**src/rtl/rectifier_if.sv**
```systemverilog
// rectifier_if: handshake channels of the rectifier activation node
//   argument_*: signed 16-bit weighted sum from the upstream node (valid/data in, ready out)
//   result_*:   unsigned 8-bit activation to the next layer (valid/data out, ready in)
//   error_*:    signed 16-bit error fed back from downstream (valid/data in, ready out)
//   delta_*:    signed 16-bit local gradient to the upstream node (valid/data out, ready in)
//   slave modport is the rectifier's view, master modport is the environment's view.
interface rectifier_if;
    logic        argument_valid;
    logic [15:0] argument_data;
    logic        argument_ready;
    logic        result_valid;
    logic [7:0]  result_data;
    logic        result_ready;
    logic        error_valid;
    logic [15:0] error_data;
    logic        error_ready;
    logic        delta_valid;
    logic [15:0] delta_data;
    logic        delta_ready;

    modport slave (
        input  argument_valid, argument_data,
        output argument_ready,
        output result_valid, result_data,
        input  result_ready,
        input  error_valid, error_data,
        output error_ready,
        output delta_valid, delta_data,
        input  delta_ready
    );

    modport master (
        output argument_valid, argument_data,
        input  argument_ready,
        input  result_valid, result_data,
        output result_ready,
        output error_valid, error_data,
        input  error_ready,
        input  delta_valid, delta_data,
        output delta_ready
    );
endinterface

```
**src/rtl/rectifier.sv**
```systemverilog
// rectifier: clamped ReLU activation node with backpropagated gradient gating
//   clock: sole clock, rising edge
//   reset: asynchronous active-low reset
//   train: training enable, sampled when an argument is accepted
//   bus:   argument/result/error/delta handshake channels (rectifier_if.slave)
//   SHIFT: arithmetic right shift applied to the argument before clamping (0..8)
module rectifier #(
    parameter int SHIFT = 0
) (
    input logic        clock,
    input logic        reset,
    input logic        train,
    rectifier_if.slave bus
);
    if (SHIFT < 0 || SHIFT > 8) begin : g_bad_shift
        $error("rectifier: SHIFT must be in 0..8");
    end

    typedef enum logic [1:0] {RDY = 2'd0, RES = 2'd1, ERR = 2'd2, DEL = 2'd3} state_t;

    state_t             state;
    logic signed [15:0] arg;
    logic               train_q;
    logic signed [15:0] s_in;
    logic signed [15:0] s_arg;
    logic [7:0]         clamp_in;
    logic               linear;

    // s_in feeds the activation in the accept cycle; s_arg (from the held
    // argument) decides later whether the gradient passes through.
    always_comb begin
        s_in     = $signed(bus.argument_data) >>> SHIFT;
        s_arg    = arg >>> SHIFT;
        clamp_in = (s_in <= 16'sd0) ? 8'h00 : (s_in > 16'sd255) ? 8'hff : s_in[7:0];
        linear   = (s_arg > 16'sd0) && (s_arg <= 16'sd255);
    end

    assign bus.argument_ready = (state == RDY);
    assign bus.error_ready    = (state == ERR);

    always_ff @(posedge clock or negedge reset) begin
        if (!reset) begin
            state            <= RDY;
            arg              <= '0;
            train_q          <= 1'b0;
            bus.result_valid <= 1'b0;
            bus.result_data  <= 8'h00;
            bus.delta_valid  <= 1'b0;
            bus.delta_data   <= 16'h0000;
        end else begin
            case (state)
                RDY: if (bus.argument_valid) begin
                    arg              <= $signed(bus.argument_data);
                    train_q          <= train;
                    bus.result_data  <= clamp_in;
                    bus.result_valid <= 1'b1;
                    state            <= RES;
                end
                RES: if (bus.result_ready) begin
                    bus.result_valid <= 1'b0;
                    state            <= train_q ? ERR : RDY;
                end
                ERR: if (bus.error_valid) begin
                    // saturated, zero and negative regions carry no gradient
                    bus.delta_data  <= linear ? bus.error_data : 16'h0000;
                    bus.delta_valid <= 1'b1;
                    state           <= DEL;
                end
                DEL: if (bus.delta_ready) begin
                    bus.delta_valid <= 1'b0;
                    state           <= RDY;
                end
                default: begin
                    bus.result_valid <= 1'b0;
                    bus.delta_valid  <= 1'b0;
                    state            <= RDY;
                end
            endcase
        end
    end
endmodule
```
**src/flat_wrapper.sv**
```systemverilog
// flat-port wrapper written by rule: the top's interface ports become plain ports
module rectifier_flat 
#(
    parameter int SHIFT = 0
)
  (clock, reset, train, bus_argument_valid, bus_argument_data, bus_argument_ready, bus_result_valid, bus_result_data, bus_result_ready, bus_error_valid, bus_error_data, bus_error_ready, bus_delta_valid, bus_delta_data, bus_delta_ready);
  rectifier_if bus_i ();
  input logic clock;
  input logic reset;
  input logic train;
  input wire logic [$bits(bus_i.argument_valid)-1:0] bus_argument_valid;
  input wire logic [$bits(bus_i.argument_data)-1:0] bus_argument_data;
  output wire logic [$bits(bus_i.argument_ready)-1:0] bus_argument_ready;
  output wire logic [$bits(bus_i.result_valid)-1:0] bus_result_valid;
  output wire logic [$bits(bus_i.result_data)-1:0] bus_result_data;
  input wire logic [$bits(bus_i.result_ready)-1:0] bus_result_ready;
  input wire logic [$bits(bus_i.error_valid)-1:0] bus_error_valid;
  input wire logic [$bits(bus_i.error_data)-1:0] bus_error_data;
  output wire logic [$bits(bus_i.error_ready)-1:0] bus_error_ready;
  output wire logic [$bits(bus_i.delta_valid)-1:0] bus_delta_valid;
  output wire logic [$bits(bus_i.delta_data)-1:0] bus_delta_data;
  input wire logic [$bits(bus_i.delta_ready)-1:0] bus_delta_ready;
  assign bus_i.argument_valid = bus_argument_valid;
  assign bus_i.argument_data = bus_argument_data;
  assign bus_argument_ready = bus_i.argument_ready;
  assign bus_result_valid = bus_i.result_valid;
  assign bus_result_data = bus_i.result_data;
  assign bus_i.result_ready = bus_result_ready;
  assign bus_i.error_valid = bus_error_valid;
  assign bus_i.error_data = bus_error_data;
  assign bus_error_ready = bus_i.error_ready;
  assign bus_delta_valid = bus_i.delta_valid;
  assign bus_delta_data = bus_i.delta_data;
  assign bus_i.delta_ready = bus_delta_ready;
  rectifier #(.SHIFT(SHIFT)) u_core (.clock(clock), .reset(reset), .train(train), .bus(bus_i));
endmodule
```
**config.mk**
```make
export PLATFORM = sky130hd
export DESIGN_NAME = rectifier_flat
export DESIGN_NICKNAME = d
export VERILOG_FILES = /design/src/rtl/rectifier_if.sv /design/src/rtl/rectifier.sv /design/src/flat_wrapper.sv
export SDC_FILE = /design/constraint.sdc
export NUM_CORES = 1
export LEC_CHECK = 0
export ABC_AREA = 1
export ABC_CLOCK_PERIOD_IN_PS = 2350
export BUFFER_PORTS_ARGS = -buffer_cell sky130_fd_sc_hd__buf_2
export CELL_PAD_IN_SITES_DETAIL_PLACEMENT = 0
export CELL_PAD_IN_SITES_GLOBAL_PLACEMENT = 1
export CORE_MARGIN = 1.5
export CORE_UTILIZATION = 40
export CTS_BUF_LIST = sky130_fd_sc_hd__clkbuf_8
export CTS_CLUSTER_DIAMETER = 60
export DETAILED_ROUTE_END_ITERATION = 12
export PLACE_DENSITY = 0.95
export SYNTH_ARGS = -nofsm -noshare
export SYNTH_HDL_FRONTEND = slang
export SYNTH_SLANG_ARGS = --single-unit
```
**constraint.sdc**
```tcl
create_clock -name clock -period 2.35 [get_ports clock]
set_clock_uncertainty 0.15 [all_clocks]
set_input_delay 0.47 -clock clock [delete_from_list [all_inputs] [get_ports clock]]
set_output_delay 0.47 -clock clock [all_outputs]
set_load 0.02 [all_outputs]
```
# Word-level counts from Yosys, hierarchy flattened

Cells that the tools add are included.

Input bits: 39
Output and inout port bits: 28
Logic and storage cells: 42
Register bits: 45

Mux-type cells: 15
Reductions and logical operators: 9
Magnitude comparators: 4
Equal/unequal tests: 7

Operators by type and width:

| operator              | count |
|---|---|
| $gt A16 B1 Y1 const B | 1 |
| $gt A16 B9 Y1 const B | 1 |
| $le A16 B1 Y1 const B | 1 |
| $le A16 B9 Y1 const B | 1 |
| $mux W16              | 1 |
| $mux W8               | 2 |
| $mux W2               | 5 |
| $ne A2 B2 Y1 const B  | 4 |
| $pmux W2 S4           | 1 |
| $reduce_and A3 Y1     | 2 |
| $eq A2 B2 Y1 const B  | 2 |
| $mux W1               | 4 |
| $pmux W1 S2           | 2 |
| $reduce_and A2 Y1     | 2 |
| $reduce_and A4 Y1     | 1 |
| $reduce_bool A2 Y1    | 2 |
| $eq A2 B1 Y1 const B  | 1 |
| $logic_not A2 Y1      | 1 |
| $logic_and A1 B1 Y1   | 1 |

# Longest topological paths before layout

Depth in word-level cells: 3
Mapped depth: 8

# Least setup slack after synthesis

OpenSTA, ideal clock, no wires.

Path type: reg-to-reg
Start point: register u_core.state[0]
End point: register u_core.bus.result_data[0]
Stages on the path, launching flop included: 9
Arrival time: 1.337 ns
Required time: 2.134 ns
Path buffers: 1
Path slack: 0.798 ns
Clock period less this slack: 1.552 ns
Cell sequence: dfrtp_1 > buf_2 > nor2_4 > nand2_2 > inv_2 > nand2_1 > a21oi_4 > nand2_1 > nand2_1

Longest elaborated chain between the ends: 2

RTL lines:

| item                         | RTL line           | source |
|---|---|---|
| start: declaration           | rectifier.sv:21    | `state_t state;` |
| start signal: assignment     | rectifier.sv:61    | `state <= train_q ? ERR : RDY;` |
| $logic_not A2 Y1             | -                  |  |
| named net bus_argument_ready | flat_wrapper.sv:13 | `output wire logic [$bits(bus_i.argument_ready)-1:0] bus_argument_ready;` |
| $reduce_and A2 Y1 (no line)  | -                  |  |
| end signal: assignment       | rectifier.sv:55    | `bus.result_data <= clamp_in;` |
| end: declaration             | rectifier_if.sv:24 | `output result_valid, result_data,` |

The timed path passes the listed nets, and every way through them passes these cells.
A chain may end at the register's enable or synchronous reset.

==> impl_metrics.yaml <==
outcome:
  status: "completed"
logic_synthesis:
  synthTopCellsByArea: "dfrtp_1 58%, nand2_1 22%, o21ai_0 4.4%, nor2_1 4.0%, o21ai_1 2.8%"
  synth.cell_area_sq_um: 1954
  ys.flop_type: "dfrtp_1"
  syn_nets: 277
  syn_inst: 238
  synth-edff-count: 0
  ys_async_sr_fraction: 1.000
  yosysUniqueCellTypes: 20
  ys_seq_elements: 45
  ys_seq_area_frac: 0.5762
  yosysTopAreaCell: "dfrtp_1"
  yosysTopAreaCellShare: 0.5762
  ys_warn_count: 0
  syn_area_per_cell_sq_um: 8.212
global_route:
  track_usage: 0.1611
  grt_pass1_wl_microns: 6672
  grt_antenna_before_repair: 0
  grt_max_degree: 46
  grt-ovfl-total: 0
  grt_pass1_vias: 1544
cts:
  cts.hold.buffers_added: 0
  cts_buffers: 5
  cts.sinks: 45
  cts_max_path_buffers: 2
  htree_levels: 2
  cts-root-buf: "clkbuf_8"
  clock_latency_ns: 0.30
  cts_post_setup_buffers_inserted: 0
  ctsResizeCount: 0
  path_clk_slew_ns: 0.09
  tritoncts: "built"
die:
  core_area_sq_um: 4723
  top_level_ports: 67
  fp-row-count: 25
  fp.dieH_microns: 72.90
  die_x_microns: 72.90
  die-area_sq_um: 5314
  start_util: 0.4138
worst_setup_path:
  worstPathMaxFanout: 6
  cp-end-kind: "primary output"
  cp-start-kind: "flip-flop"
  r2r-start: "u_core.state[0]"
  r2r_end: "u_core.bus.result_data[2]"
  path_class: "flip-flop to primary output"
  reg2reg_depth: 7
  required_ns: 1.73
  cp.arrival_ns: 1.16
  r2r_slack_ns: 0.76
sta:
  post-route-min-period_ns: 1.784
  drv_slew: 0
  setup_viol: 0
  period_share: 0.7591
  slew_headroom: 0.6225
  hold_viol_final: 0
  clock.fmax_mhz: 560.6
  fin_tns_setup_ns: 0
  worst_pin_slew_ns: 0.5663
  grt_setup_unrepaired: "no"
cells_and_area:
  final_util: 0.5219
  final_nets: 346
  n_antenna_cell: 0
  fill_cells: 462
  drive_gt1_frac: 0.2695
  areaGrowthSynthToFinish_pct: 26.12
  final_cell_mix: "112 x nand2_1, 66 x buf_2, 45 x dfrtp_1"
  final_common_cell: "nand2_1"
detailed_routing:
  ant_nets: 0
  vias: 1676
  viasPerCell: 4.469
  drc: 0
  drt-initial-drc-count: 42
  firstDrtPassIters: 4
  drt_wl_total_microns: 4097
  wl_per_cell_microns: 10.93
placement:
  gp_congestion: 0.7193
  port_buffers: 66
  hpwl_microns: 2907
power:
  power_density_nw_per_um2: 1188
  p_leak_nw: 1.344
  irDropWorstVdd_v: 0.0005971
worst_hold_path:
  hold_class: "input pin to asynchronous set/reset pin"
flow_run:
  drv_cap: 0
-- area by class of cell --
cell class | count | area, sq um | share of cell area
Multi-Input combinational cell | 171 | 729.5 | 0.2959
Clock inverter | 2 | 33.78 | 0.01371
Sequential cell | 45 | 1126 | 0.4569
Inverter | 15 | 56.30 | 0.02284
Clock buffer | 6 | 82.58 | 0.03350
Tap cell | 67 | 83.83 | 0.03401
Timing Repair Buffer | 69 | 352.8 | 0.1431
-- synthesized netlist by cell type (all sizes together), types with 2 or more instances --
cell type	n
nor2	22
inv	15
nand2	113
clkbuf	4
buf	3
o21ai	28
dfrtp	45
a21oi	2
-- routing by layer --
layer / vias to the layer above / global-route usage / wire length, microns
met2: 51 / 0.2589 / 1794
met5: - / 0 / 0
met1: 750 / 0.2125 / 2024
met3: 7 / 0.03177 / 215
met4: 0 / 0.06918 / 63
li1: 868 / - / -
-- worst max-delay path, cell delays in order (launching register included) --
cell and delay [ns]:
dfrtp_1 0.48, inv_2 0.10, nor2_1 0.11, buf_2 0.18
-- per-stage QoR --
step | cell area (sq um) | hold WS (ns) | total power, W | setup slack [ns] | cells
6_report | 2465 | 0.1047 | 0.002929 | 0.5662 | 375
5_1_grt | 2465 | 0.1459 | 0.003141 | 0.4944 | 375
4_1_cts | 2465 | 0.1195 | 0.002966 | 0.5535 | 375
3_5_place_dp | 2349 | 0.3146 | 0.002357 | 0.6634 | 367
3_3_place_gp | 2349 | 0.3088 | 0.002332 | 0.6793 | 367
2_1_floorplan | 1954 | 0.02441 | 0.002009 | 0.7977 | 238
-- how the worst max path moves through the flow --
stage	from	end	cells past startpoint
finish	flip-flop	bus_error_ready	3
global route	flip-flop	bus_error_ready	3
CTS	flip-flop	bus_error_ready	3
detailed placement	bus_argument_data[9]	u_core.bus.result_data[3]	7
global placement	bus_argument_data[12]	u_core.bus.result_data[2]	7
floorplan	u_core.state[0]	u_core.bus.result_data[0]	8
-- flip-flops by register name (all words and copies together) (netlist names), named ones only --
signal / flops
u_core.bus.delta_valid: 1
u_core.arg: 16
u_core.bus.delta_data: 16
u_core.bus.result_data: 8
u_core.train_q: 1
u_core.bus.result_valid: 1
u_core.state: 1
-- logic make-up after synthesis --
kind of cell    after synthesis  synth area share
compound gates               31           0.08643
xor+xnor                      1          0.004482
buf+inv                      22           0.05057
flops                        45            0.5762
simple gates                139            0.2823
-- power by group --
group,internal [W],switching (W)
logic,0.000372,0.000675
clock network,0.000342,0.000256
registers,0.00109,0.000191
total,0.00181,0.00112
(Power assumes the default switching activity.)
